[config.mk]
export PLATFORM = sky130hd
export DESIGN_NAME = pipeline_stall_ctrl
export DESIGN_NICKNAME = d
export VERILOG_FILES = /design/src/rtl/pipeline_stall_ctrl.sv
export SDC_FILE = /design/constraint.sdc
export NUM_CORES = 1
export LEC_CHECK = 0
export ABC_AREA = 0
export CORE_MARGIN = 4
export CORE_UTILIZATION = 41
export DETAILED_ROUTE_END_ITERATION = 12
export GPL_TIMING_DRIVEN = 1
export PLACE_DENSITY = 0.82
export SETUP_SLACK_MARGIN = 0.05
export SLEW_MARGIN = 10
export SYNTH_ARGS = -nofsm -noshare
export SYNTH_HDL_FRONTEND = slang
export SYNTH_SLANG_ARGS = --single-unit
[constraint.sdc]
create_clock -name clk -period 3.8 [get_ports clk]
set_input_delay 0.76 -clock clk [delete_from_list [all_inputs] [get_ports clk]]
set_output_delay 0.76 -clock clk [all_outputs]
set_load 0.03 [all_outputs]
[src/rtl/pipeline_stall_ctrl.sv]
// Central stall/flush controller: sequences the iterative mult/div unit and merges
// branch flush, mult/div stall and load-use stall. Optional STALL_STATS_EN adds event counters.
module pipeline_stall_ctrl #(
    parameter int unsigned MUL_CYCLES = 4,
    parameter int unsigned DIV_CYCLES = 32,
    parameter int unsigned CNT_W      = 6
) (
    input  logic       clk,
    input  logic       rst,
    input  logic       ID_EX_MemRead,
    input  logic [4:0] ID_EX_Rt,
    input  logic [4:0] IF_ID_Rs,
    input  logic [4:0] IF_ID_Rt,
    input  logic       ID_MdUse,
    input  logic       EX_MdStart,
    input  logic       EX_MdIsDiv,
    input  logic       Branch_Taken,
    output logic       PCWrite,
    output logic       IF_ID_Write,
    output logic       IF_ID_Flush,
    output logic       ID_EX_Flush,
    output logic       Md_Busy,
    output logic       Md_Done
`ifdef STALL_STATS_EN
    ,
    output logic [31:0] Stat_LdStall,
    output logic [31:0] Stat_MdStall,
    output logic [31:0] Stat_Flush
`endif
);

    typedef enum logic [1:0] {StIdle, StRun, StDone} state_e;

    localparam logic [CNT_W-1:0] MulLoad = CNT_W'(MUL_CYCLES - 2);
    localparam logic [CNT_W-1:0] DivLoad = CNT_W'(DIV_CYCLES - 2);

    state_e           state_q;
    logic [CNT_W-1:0] cnt_q;
    logic [CNT_W-1:0] start_cnt;

    assign start_cnt = EX_MdIsDiv ? DivLoad : MulLoad;

    // A start in DONE reloads directly so back-to-back operations see no idle gap.
    always_ff @(posedge clk) begin
        if (rst) begin
            state_q <= StIdle;
            cnt_q   <= '0;
        end else begin
            unique case (state_q)
                StIdle, StDone: begin
                    if (EX_MdStart) begin
                        cnt_q   <= start_cnt;
                        state_q <= (start_cnt == '0) ? StDone : StRun;
                    end else begin
                        state_q <= StIdle;
                    end
                end
                StRun: begin
                    cnt_q <= cnt_q - 1'b1;
                    if (cnt_q == CNT_W'(1)) begin
                        state_q <= StDone;
                    end
                end
                default: state_q <= StIdle;
            endcase
        end
    end

    assign Md_Busy = (state_q != StIdle);
    assign Md_Done = (state_q == StDone);

    logic md_stall;
    logic ld_stall;

    assign md_stall = Md_Busy && ID_MdUse;
    assign ld_stall = ID_EX_MemRead && (ID_EX_Rt != 5'd0) &&
                      ((ID_EX_Rt == IF_ID_Rs) || (ID_EX_Rt == IF_ID_Rt));

    always_comb begin
        PCWrite     = 1'b1;
        IF_ID_Write = 1'b1;
        IF_ID_Flush = 1'b0;
        ID_EX_Flush = 1'b0;
        if (Branch_Taken) begin
            IF_ID_Flush = 1'b1;
            ID_EX_Flush = 1'b1;
        end else if (md_stall || ld_stall) begin
            PCWrite     = 1'b0;
            IF_ID_Write = 1'b0;
            ID_EX_Flush = 1'b1;
        end
    end

`ifdef STALL_STATS_EN
    logic ld_win;
    logic md_win;

    assign md_win = !Branch_Taken && md_stall;
    assign ld_win = !Branch_Taken && !md_stall && ld_stall;

    always_ff @(posedge clk) begin
        if (rst) begin
            Stat_LdStall <= '0;
            Stat_MdStall <= '0;
            Stat_Flush   <= '0;
        end else begin
            if (ld_win && (Stat_LdStall != '1)) Stat_LdStall <= Stat_LdStall + 32'd1;
            if (md_win && (Stat_MdStall != '1)) Stat_MdStall <= Stat_MdStall + 32'd1;
            if (Branch_Taken && (Stat_Flush != '1)) Stat_Flush <= Stat_Flush + 32'd1;
        end
    end
`endif

endmodule

==> flow_summary.json <==
{
  "n_fill_cell": 121,
  "finalPower_uw": 261,
  "slew_viol_final": 0,
  "synth_top_area_frac": 0.286,
  "synth.ff_latch_count": 8,
  "numCtsBuffers": 3,
  "ctsLongestPathBuffers": 2,
  "critPathBufInv": 2,
  "core_area_mm2": 0.00128,
  "endpoint_kind": "output port",
  "cpMostUsedCell": "clkdlybuf4s50_1",
  "yosys_warnings": 0,
  "vias_per_cell": 5.43,
  "drt_iter0_drc": 14,
  "die_x_um": 44.9,
  "final.setup.tns_ps": 0,
  "route.detailed.drc": 0,
  "reg2reg_depth": 4,
  "htree_levels": 1,
  "hpwl_um": 1330,
  "cp_max_fo": 3,
  "gp_congestion": 0.761,
  "rsz0062_at_grt": "no",
  "fin_skew_ps": 3.78,
  "crit_arrival_ps": 2760,
  "status": "complete, no violations",
  "synthCells": 73,
  "worstHoldStart": "cnt_q[5]",
  "clkSlewWorstSetupHoldPaths_ps": 50,
  "top_level_ports": 28,
  "max_slew_margin": 0.686,
  "cts_tree": "built",
  "layout_min_cycle_time_ps": 3520,
  "hold_viol": 0,
  "drt_pass1_iterations": 4,
  "finalInstanceArea_um2": 852,
  "fin_ws_ps": 280,
  "seq_area_frac_synth": 0.286,
  "max_stage_delay_ps": 670,
  "synthTopCellsByArea": "dfxtp_1, xor2_1, nor2_1",
  "grt_pass1_vias": 573,
  "cp-start-kind": "input port",
  "cts-root-buf": "clkbuf_4",
  "gr-usage-all-layers": 0.171,
  "grt_max_degree": 9,
  "num_vias": 624,
  "dieArea_mm2": 0.00202,
  "max_cap_viol_count": 0,
  "routedWlPerCell_um": 13.7,
  "worst_path_max_delay_cell": "clkdlybuf4s50_1",
  "fmax_ghz": 0.284,
  "antenna_cells": 0,
  "cts.sinks": 8,
  "tightest_slew_ps": 468,
  "grt_pass1_wl_um": 2440,
  "hp-class": "reg -> reg",
  "globalRouteOverflowTotal": 0,
  "r2r_slack_ps": 2430,
  "rows": 13,
  "setup_viol": 0,
  "start_util": 0.435,
  "synth_cell_type_count": 24,
  "avgSynthCellArea_um2": 7.66,
  "post-cts-setup-buffers": 0,
  "whs_path_depth": 2,
  "post-place-ws_ps": 275,
  "port-buffer-count": 27,
  "cts_resized": 0,
  "clock_latency_ps": 260,
  "leakage_nw": 0.326,
  "layout_commonest_cell": "clkdlybuf4s50_1",
  "power_density_mw_per_mm2": 306,
  "routed_wl_um": 1570,
  "placed_area_um2": 830,
  "ir_drop_uv": 189,
  "r2r_start": "state_q[0]",
  "critical_path_class": "in -> out",
  "crit_family": "buffers and inverters",
  "hold_buffers": 0,
  "whs_endpoint": "cnt_q[5]",
  "synthesis.nets": 97,
  "yosys.area.top_type": "dfxtp_1",
  "antenna_found_initial": 0,
  "worstPathRequired_ps": 3040,
  "r2r_end": "cnt_q[2]",
  "die_h_um": 44.9,
  "netlist_area_um2": 559,
  "drive_above_1_share": 0.0600,
  "antenna_left": 0,
  "area_delta_synth_final_pct": 52.3,
  "layout_common_cells": "clkdlybuf4s50_1, nor2_1, xor2_1",
  "path_cells": "clkdlybuf4s50_1, or4_1, o21ai_2, o31a_2, clkdlybuf4s50_1",
  "min_period_over_period": 0.926,
  "fin_nets": 126
}
-- worst max path at each step --
| stage | depth (start not counted) | to | from | slack (ps) |
|---|---|---|---|---|
| finish | 5 | IF_ID_Write | ID_EX_Rt[2] | 280 |
| floorplan | 4 | ID_EX_Flush | ID_EX_Rt[3] | 1150 |
| global placement | 5 | IF_ID_Write | ID_EX_Rt[1] | 340 |
| detailed placement | 5 | IF_ID_Write | ID_EX_Rt[2] | 270 |
| CTS | 5 | IF_ID_Write | ID_EX_Rt[2] | 270 |
| global route | 6 | IF_ID_Write | ID_EX_Rt[0] | 210 |
-- area by class of cell --
cell class,instances,area (µm²),area share
multi-input combinational,60,373,0.438
inverter,2,7.51,0.00881
tap,15,18.8,0.0220
clock buffer,3,22.5,0.0264
timing repair buffer,27,270,0.317
sequential,8,160,0.188
-- flip-flops by register name (all words and copies together) (netlist names) --
signal,count
state_q,2
cnt_q,6
-- cell families after synthesis --
kind of cell               count (synthesis)  share of synthesized area
and+or+nand+nor                           32                      0.286
xor gates and xnor gates                  10                      0.157
DFF                                        8                      0.286
adders and majority gates                  2                     0.0447
AOI/OAI and AO/OA                         16                      0.179
buffers and inverters                      5                     0.0470
-- worst min-delay path, cell delays in order, from the launching register on --
cell and delay, ps:
dfxtp_1 310, nand2_1 60, a21oi_1 50
-- cells in the mapped netlist --
cell type / number
nor2b_1: 3
xor2_1: 10
nand2b_1: 1
inv_1: 2
or4_1: 1
nor3b_1: 1
nor2_1: 12
nor4_1: 1
a221oi_1: 1
ha_1: 2
nand2_1: 5
buf_4: 2
buf_1: 1
or2_2: 1
o21ai_0: 4
a21oi_1: 4
nand3b_1: 2
o31a_2: 1
a31oi_1: 4
o21ai_2: 1
nor3_1: 4
nand4b_1: 1
dfxtp_1: 8
a22oi_1: 1
-- layer usage --
layer	wire length, µm	share of wire	global-route usage	up-vias
met5	0	0	0	-
met4	39	0.025	0.0702	0
met3	141	0.090	0.0598	4
met2	872	0.55	0.299	33
met1	518	0.33	0.184	279
li1	-	-	-	308
-- power by group --
group	total, mW	switching (mW)	internal [mW]	leakage [nW]
registers	0.0993	0.00748	0.0918	0.0659
clock network	0.0671	0.0308	0.0363	0.0138
logic	0.0945	0.0470	0.0475	0.247
total	0.261	0.0853	0.176	0.326
-- per-stage QoR --
step                      cells   util  hold WS (ps)
after CTS                   115  0.663           469
final                       115  0.663           471
after floorplan              73      -           440
after global placement      112  0.646           455
after detailed placement    112  0.646           461
after global routing        115  0.663           490
Power figures use the tool's default switching activity.
